[config.mk]
export PLATFORM = sky130hd
export DESIGN_NAME = pipe_ctrl
export DESIGN_NICKNAME = d
export VERILOG_FILES = /design/src/rtl/pipe_ctrl_pkg.sv /design/src/rtl/pipe_hazard_det.sv /design/src/rtl/pipe_ctrl.sv
export SDC_FILE = /design/constraint.sdc
export NUM_CORES = 1
export LEC_CHECK = 0
export ABC_AREA = 0
export CAP_MARGIN = 20
export CELL_PAD_IN_SITES_DETAIL_PLACEMENT = 0
export CELL_PAD_IN_SITES_GLOBAL_PLACEMENT = 1
export CORE_UTILIZATION = 28
export DETAILED_ROUTE_END_ITERATION = 10
export PLACE_DENSITY_LB_ADDON = 0.1
export SYNTH_ARGS = -nofsm -noshare
export SYNTH_HDL_FRONTEND = slang
export SYNTH_SLANG_ARGS = --single-unit
[constraint.sdc]
create_clock -name clk -period 4.88 [get_ports clk]
set_clock_uncertainty 0.2 [all_clocks]
set_input_delay 0.976 -clock clk [delete_from_list [all_inputs] [get_ports clk]]
set_output_delay 0.976 -clock clk [all_outputs]
set_load 0.01 [all_outputs]
[src/rtl/pipe_ctrl_pkg.sv]
// rtl/pipe_ctrl_pkg.sv - shared types and constants for the pipeline sequencer
//
// Contents:
//   state_e     : sequencer state encoding (INIT=0, RUN=1, DRAIN=2, HALT=3)
//   REG_AW_DEF  : default register-address width
//   SEQ_W       : width of the shared INIT/DRAIN sequencing counter
//   OUT_*       : bit positions of the packed stage-control vector
//   sat_inc     : saturating increment used by the performance counters
package pipe_ctrl_pkg;

    typedef enum logic [2:0] {
        ST_INIT  = 3'd0,
        ST_RUN   = 3'd1,
        ST_DRAIN = 3'd2,
        ST_HALT  = 3'd3
    } state_e;

    localparam int REG_AW_DEF = 5;

    // Covers INIT_CYCLES / DRAIN_CYCLES up to 255.
    localparam int SEQ_W = 8;

    // Packed control vector layout {pc, if_id, id_ex, ex_mem, mem_wb,
    // if_id_flush, id_ex_bubble, ex_mem_flush}.
    localparam int OUT_PC_W    = 7;
    localparam int OUT_IFID_W  = 6;
    localparam int OUT_IDEX_W  = 5;
    localparam int OUT_EXMEM_W = 4;
    localparam int OUT_MEMWB_W = 3;
    localparam int OUT_IFID_F  = 2;
    localparam int OUT_IDEX_B  = 1;
    localparam int OUT_EXMEM_F = 0;

    function automatic logic [15:0] sat_inc16(input logic [15:0] v, input logic en);
        return (en && (v != '1)) ? v + 16'd1 : v;
    endfunction

endpackage

[src/rtl/pipe_hazard_det.sv]
// rtl/pipe_hazard_det.sv - combinational load-use hazard comparator
//
// Ports:
//   id_valid   in  IF/ID holds a real instruction
//   id_rs      in  source register rs of the instruction in ID
//   id_rt      in  source register rt of the instruction in ID
//   ex_memread in  ID/EX instruction is a load
//   ex_rt      in  load destination register in ID/EX
//   load_use   out ID instruction needs the load result before it exists
module pipe_hazard_det #(
    parameter int REG_AW = 5
) (
    input  logic              id_valid,
    input  logic [REG_AW-1:0] id_rs,
    input  logic [REG_AW-1:0] id_rt,
    input  logic              ex_memread,
    input  logic [REG_AW-1:0] ex_rt,
    output logic              load_use
);

    // $zero never carries a dependency, so a load to r0 never stalls.
    assign load_use = id_valid && ex_memread && (ex_rt != '0) &&
                      ((ex_rt == id_rs) || (ex_rt == id_rt));

endmodule

[src/rtl/pipe_ctrl.sv]
// rtl/pipe_ctrl.sv - 5-stage MIPS pipeline sequencer (stall/flush/drain/halt)
//
// Optional feature macro: PIPE_CTRL_PERF_CNT_EN (saturating perf counters;
// when undefined the counter ports are tied to zero).
//
// Ports:
//   clk, rst_n                    clock, asynchronous active-low reset
//   id_valid, id_rs, id_rt        instruction in ID
//   ex_memread, ex_rt             load in EX
//   mem_pcsrc                     branch taken, resolved in MEM
//   mem_busy                      data memory not ready
//   halt_req, resume              drain-and-halt request / leave HALT
//   pc_write .. mem_wb_write      stage write enables
//   if_id_flush, id_ex_bubble,
//   ex_mem_flush                  squash strobes
//   halted                        pipeline empty and stopped
//   state                         current FSM state
//   cyc_cnt, stall_cnt, flush_cnt performance counters
module pipe_ctrl
    import pipe_ctrl_pkg::*;
#(
    parameter int REG_AW       = REG_AW_DEF,
    parameter int INIT_CYCLES  = 5,
    parameter int DRAIN_CYCLES = 4,
    parameter int CNT_W        = 16
) (
    input  logic              clk,
    input  logic              rst_n,
    input  logic              id_valid,
    input  logic [REG_AW-1:0] id_rs,
    input  logic [REG_AW-1:0] id_rt,
    input  logic              ex_memread,
    input  logic [REG_AW-1:0] ex_rt,
    input  logic              mem_pcsrc,
    input  logic              mem_busy,
    input  logic              halt_req,
    input  logic              resume,
    output logic              pc_write,
    output logic              if_id_write,
    output logic              id_ex_write,
    output logic              ex_mem_write,
    output logic              mem_wb_write,
    output logic              if_id_flush,
    output logic              id_ex_bubble,
    output logic              ex_mem_flush,
    output logic              halted,
    output logic [2:0]        state,
    output logic [CNT_W-1:0]  cyc_cnt,
    output logic [CNT_W-1:0]  stall_cnt,
    output logic [CNT_W-1:0]  flush_cnt
);

    localparam logic [SEQ_W-1:0] INIT_LAST  = SEQ_W'(INIT_CYCLES - 1);
    localparam logic [SEQ_W-1:0] DRAIN_LAST = SEQ_W'(DRAIN_CYCLES - 1);

    state_e            state_q, state_d;
    logic [SEQ_W-1:0]  seq_q, seq_d;
    logic              load_use;
    logic              active;
    logic              ev_freeze, ev_branch, ev_lu, ev_halt;
    logic [7:0]        ctl;

    pipe_hazard_det #(.REG_AW(REG_AW)) u_hazard (
        .id_valid   (id_valid),
        .id_rs      (id_rs),
        .id_rt      (id_rt),
        .ex_memread (ex_memread),
        .ex_rt      (ex_rt),
        .load_use   (load_use)
    );

    // Prioritised events; only RUN and DRAIN react to datapath hazards.
    assign active    = (state_q == ST_RUN) || (state_q == ST_DRAIN);
    assign ev_freeze = active && mem_busy;
    assign ev_branch = active && !mem_busy && mem_pcsrc;
    assign ev_lu     = active && !mem_busy && !mem_pcsrc && load_use;
    assign ev_halt   = (state_q == ST_RUN) && halt_req &&
                       !mem_busy && !mem_pcsrc && !load_use;

    // State register
    always_ff @(posedge clk or negedge rst_n) begin
        if (!rst_n) begin
            state_q <= ST_INIT;
            seq_q   <= '0;
        end else begin
            state_q <= state_d;
            seq_q   <= seq_d;
        end
    end

    // Next-state logic
    always_comb begin
        state_d = state_q;
        seq_d   = seq_q;
        unique case (state_q)
            ST_INIT: begin
                if (seq_q == INIT_LAST) begin
                    state_d = ST_RUN;
                    seq_d   = '0;
                end else begin
                    seq_d = seq_q + 1'b1;
                end
            end
            ST_RUN: begin
                if (ev_halt) begin
                    state_d = ST_DRAIN;
                    seq_d   = '0;
                end
            end
            ST_DRAIN: begin
                // Only cycles where the pipe actually moves retire work;
                // a branch squash still advances.
                if (!ev_freeze && !ev_lu) begin
                    if (seq_q == DRAIN_LAST) begin
                        state_d = ST_HALT;
                        seq_d   = '0;
                    end else begin
                        seq_d = seq_q + 1'b1;
                    end
                end
            end
            ST_HALT: begin
                if (resume) begin
                    state_d = ST_INIT;
                    seq_d   = '0;
                end
            end
            default: begin
                state_d = ST_INIT;
                seq_d   = '0;
            end
        endcase
    end

    // Output logic
    always_comb begin
        ctl    = 8'b0;
        halted = 1'b0;
        unique case (state_q)
            ST_INIT: ctl = 8'b0_1111_111;
            ST_RUN: begin
                if (ev_freeze)      ctl = 8'b0_0000_000;
                else if (ev_branch) ctl = 8'b1_1111_111;
                else if (ev_lu)     ctl = 8'b0_0111_010;
                else                ctl = 8'b1_1111_000;
            end
            ST_DRAIN: begin
                // Fetch is stopped; a taken branch still loads the PC so
                // the target survives until resume.
                if (ev_freeze)      ctl = 8'b0_0000_000;
                else if (ev_branch) ctl = 8'b1_1111_111;
                else if (ev_lu)     ctl = 8'b0_0111_110;
                else                ctl = 8'b0_1111_100;
            end
            ST_HALT: begin
                ctl    = 8'b0_0000_000;
                halted = 1'b1;
            end
            default: ctl = 8'b0_1111_111;
        endcase
    end

    assign pc_write     = ctl[OUT_PC_W];
    assign if_id_write  = ctl[OUT_IFID_W];
    assign id_ex_write  = ctl[OUT_IDEX_W];
    assign ex_mem_write = ctl[OUT_EXMEM_W];
    assign mem_wb_write = ctl[OUT_MEMWB_W];
    assign if_id_flush  = ctl[OUT_IFID_F];
    assign id_ex_bubble = ctl[OUT_IDEX_B];
    assign ex_mem_flush = ctl[OUT_EXMEM_F];
    assign state        = state_q;

`ifdef PIPE_CTRL_PERF_CNT_EN
    logic [CNT_W-1:0] cyc_q, stall_q, flush_q;

    always_ff @(posedge clk or negedge rst_n) begin
        if (!rst_n) begin
            cyc_q   <= '0;
            stall_q <= '0;
            flush_q <= '0;
        end else begin
            if ((state_q != ST_HALT) && (cyc_q != '1))
                cyc_q <= cyc_q + 1'b1;
            if ((ev_freeze || ev_lu) && (stall_q != '1))
                stall_q <= stall_q + 1'b1;
            if (ev_branch && (flush_q != '1))
                flush_q <= flush_q + 1'b1;
        end
    end

    assign cyc_cnt   = cyc_q;
    assign stall_cnt = stall_q;
    assign flush_cnt = flush_q;
`else
    assign cyc_cnt   = '0;
    assign stall_cnt = '0;
    assign flush_cnt = '0;
`endif

endmodule
==> impl_summary.log, run 1 <==
INFO  metric detailed_place_hpwl = 2210 um
INFO  metric critical_path_cell_count = 7
INFO  metric wl = 2860 um
INFO  metric cell_internal_pwr = 0.456 mW
INFO  metric reg2reg_depth = 8
INFO  metric worstSetupStartpoint = ex_rt[1]
INFO  metric drive_above_1_share = 6.09%
INFO  metric setup.worst_path.end_class = primary output
INFO  metric clock_latency = 0.23 ns
INFO  metric floorplan.core_area = 4500 um2
INFO  metric setup_viol_count_final = 0
INFO  metric synthesis.area_per_instance = 8.18 um2
INFO  metric clockRootBuffer = clkbuf_8
INFO  metric clkSinkCount = 10
INFO  metric status = finished clean
INFO  metric synthFlopType = dfrtp_1
INFO  metric r2r_start = state[0]$_DFFE_PN0P_
INFO  metric maximum_clock_frequency = 0.234 GHz
INFO  metric worstPathRequired = 3.70 ns
INFO  metric crit_path_max_incr_delay = 0.57 ns
INFO  metric cp_num_buf_inv = 2
INFO  metric ys_types = 37
INFO  metric syn2layout_area_growth = 16.3%
INFO  metric cts_setup_buffers = 0
INFO  metric detailroute.via_count = 1074
INFO  metric numCtsBuffers = 3
INFO  metric die_area = 5130 um2
INFO  metric layout_worst_path_cycle_share = 87.7%
INFO  metric synthAdderAreaFrac = 6.45%
INFO  metric finalPower = 0.802 mW
INFO  metric synth.mux.area_fraction = 2.21%
INFO  metric numPlacedInstances = 245
INFO  metric critPathKind = in -> out
INFO  metric synth-seq-cells = 10
INFO  metric final_report_hold_violation_count = 0
INFO  metric maximum_number_of_pins_on_one_net_before_global_route_repair = 12
INFO  metric cpMaxStageDelayCell = clkdlybuf4s50_1
INFO  metric drtPass1Iterations = 4
INFO  metric ys_async_sr_fraction = 100%
INFO  metric pre_cts_slack = 0.592 ns
INFO  metric critical_path.top_delay_family = buffers and inverters
INFO  metric synth_compound_gate_area_share = 15.7%
INFO  metric swShare = 43.1%
INFO  metric grt_antenna_before_repair = 0
INFO  metric synth_top_family_by_area = buffers and inverters
INFO  metric chipWidth = 71.6 um
INFO  metric pwr_density_cell = 508 nW/um2
INFO  metric floorplan.die.height = 71.6 um
INFO  metric groute.usage.overall = 11.0%
INFO  metric layout_min_cycle_time = 4.28 ns
INFO  metric synth_xor_xnor_area_share = 6.45%
INFO  metric post_synthesis_instance_area = 1360 um2
INFO  metric cts_hold_bufs = 0
INFO  metric route.detailed.vias_per_inst = 4.31
INFO  metric clock_tree_from_tritoncts = yes
INFO  metric share_comb_of_total_power = 70.5%
INFO  metric finish.utilization = 35.1%
INFO  metric critPathLaunchType = input port
INFO  metric p_leak = 0.748 nW
INFO  metric setup_slack = 0.600 ns
INFO  metric p_sw = 0.346 mW
INFO  metric crit_arrival = 3.10 ns
INFO  metric synth.yosys.seq_area_share = 18.4%
INFO  metric sequentialPowerShare = 16.6%
INFO  metric grt_pass1_vias = 997
INFO  metric critical_path.reg2reg.endpoint = seq_q[4]$_DFFE_PN0P_
INFO  metric final_antenna_net_count = 0
INFO  metric rows = 24
INFO  metric synth-warning-count = 0
INFO  metric crit_top_cell = clkdlybuf4s50_1
INFO  metric worst_hold_check_path_type = reg -> reg
INFO  metric maxCapViolCount = 0
INFO  metric reg2reg_slack = 2.16 ns
INFO  metric cts_max_level = 1
INFO  metric yosys.area_share.simple = 19.0%
INFO  metric timing_max_transition_violations_final = 0
INFO  metric numPortBuffers = 33
INFO  metric synth_edf_count = 0
INFO  metric clock_power_share = 12.9%
INFO  metric grt_pass1_wl = 4610 um
INFO  metric setup_repair_after_global_routing_missed_its_margin = no
INFO  metric finalNetCount = 228
INFO  metric initial_utilization = 30.1%
INFO  metric drt_drc_violations_left = 0
INFO  metric total_inserted_antenna_cells = 0
INFO  metric cp-endpoint = if_id_write
INFO  metric cts_resized = 0
INFO  metric routedWlPerCell = 11.5 um
INFO  metric num-fill-cells = 453
INFO  metric place_congestion = 0.785
INFO  metric detailedRoute.firstIterationViolations = 47
INFO  metric worst_path_clk_slew = 0.05 ns
INFO  metric grt.overflow.total = 0
INFO  metric cts.path.max_buffers = 2
INFO  metric worst-path-max-fanout = 3
INFO  metric top_level_ports = 83
INFO  metric timing.critical_path.cells = clkdlybuf4s50_1 -> or3_1 -> o311a_1 -> nand2_1 -> nor2_1 -> o31ai_1 -> clkdlybuf4s50_1
INFO  metric synth_cells = 166
INFO  metric timing.setup.tns = 0 ns
INFO  metric max-vdd-ir-drop = 175 uV
INFO  metric stdcell_count = 249
per-stage QoR:
stage	instance area (um2)	hold WS (ns)
after floorplan	1540	0.284
after global placement	1520	0.334
after detailed placement	1520	0.325
after CTS	1580	0.339
after global routing	1580	0.369
final	1580	0.334
cell usage in the layout, fill, tap and decap left out, drive strengths merged, types with 4 or more instances in the layout:
master,instances
clkbuf,4
ha,7
and3,5
nand2b,6
o21ai,11
dfrtp,10
clkdlybuf4s50,33
nor2,11
conb,49
nand2,7
o31ai,5
xnor2,10
inv,5
a21oi,4
nand3,7
power by group through the flow:
stage                     registers [mW]  logic (mW)  clock network, mW
after detailed placement           0.134       0.566                  0
after global placement             0.133       0.570                  0
final                              0.133       0.566              0.103
after CTS                          0.133       0.571              0.106
after global routing               0.137       0.633              0.111
after floorplan                    0.130       0.424                  0
how the worst min path moves through the flow:
stage                         startpoint                   end  slack (ns)  cells past startpoint
floorplan           seq_q[7]$_DFFE_PN0P_  seq_q[7]$_DFFE_PN0P_        0.28                      1
global placement    seq_q[7]$_DFFE_PN0P_  seq_q[7]$_DFFE_PN0P_        0.33                      1
detailed placement  seq_q[7]$_DFFE_PN0P_  seq_q[7]$_DFFE_PN0P_        0.33                      1
CTS                 seq_q[7]$_DFFE_PN0P_  seq_q[7]$_DFFE_PN0P_        0.34                      1
global route        seq_q[6]$_DFFE_PN0P_  seq_q[6]$_DFFE_PN0P_        0.37                      1
finish              seq_q[7]$_DFFE_PN0P_  seq_q[7]$_DFFE_PN0P_        0.33                      1
kinds of logic after synthesis:
| group | Yosys count |
|---|---|
| AOI/OAI and AO/OA | 30 |
| xor gates and xnor gates | 10 |
| adders and majority gates | 7 |
| buffers and inverters | 59 |
| DFF | 10 |
| muxes | 2 |
| other | 1 |
| and+or+nand+nor | 47 |
worst register-to-register path, cell delays in order (launching register included):
cell	delay (ns)
dfrtp_1	0.44
inv_1	0.09
ha_1	0.41
and3_1	0.19
a211o_1	0.24
o21ai_1	0.10
o21ba_1	0.28
or2_1	0.42
o31ai_2	0.25
synthesized netlist by cell type (all sizes together) (2+ instances only):
cell | number | area (um2)
a31oi | 2 | 12.5
o31ai | 5 | 57.6
and3 | 5 | 31.3
nand3 | 7 | 35.0
ha | 7 | 87.6
or2 | 2 | 12.5
nand2b | 6 | 45.0
a21o | 2 | 15.0
nand2 | 7 | 26.3
dfrtp | 10 | 250
nor4 | 2 | 12.5
o21ai | 11 | 55.1
a21oi | 4 | 20.0
nor2b | 2 | 12.5
inv | 5 | 18.8
xnor2 | 10 | 87.6
buf | 53 | 405
nor2 | 11 | 41.3
mux2 | 2 | 30.0
flip-flops by register name, indices dropped and copies added (netlist names):
signal  count
state       2
seq_q       8
cell type report:
type                    instances  area, um2  share of cell area [%]
clock buffers                   4       55.1                    3.49
flip-flops and latches         10        250                    15.8
repair buffers                 33        330                    20.9
inverters                       5       18.8                    1.19
well taps                      52       65.1                    4.12
multi-input cells             145        860                    54.4
per-layer routing:
layer  track usage, %  part of all wire, %  wire [um]  vias to the layer above
li1                 -                    -          -                      522
met1             15.1                   47       1350                      494
met2             18.2                   45       1290                       56
met3             1.55                  7.5        214                        2
met4             2.61                 0.14          4                        0
met5                0                    0          0                        -
Power figures use the tool's default switching activity.
==> inputs of run 2 (changes only) <==
SKIP_LAST_GASP = 1   (was unset)
==> results of run 2 <==
The final DEF is identical to that of run 1; final timing and power are the same.
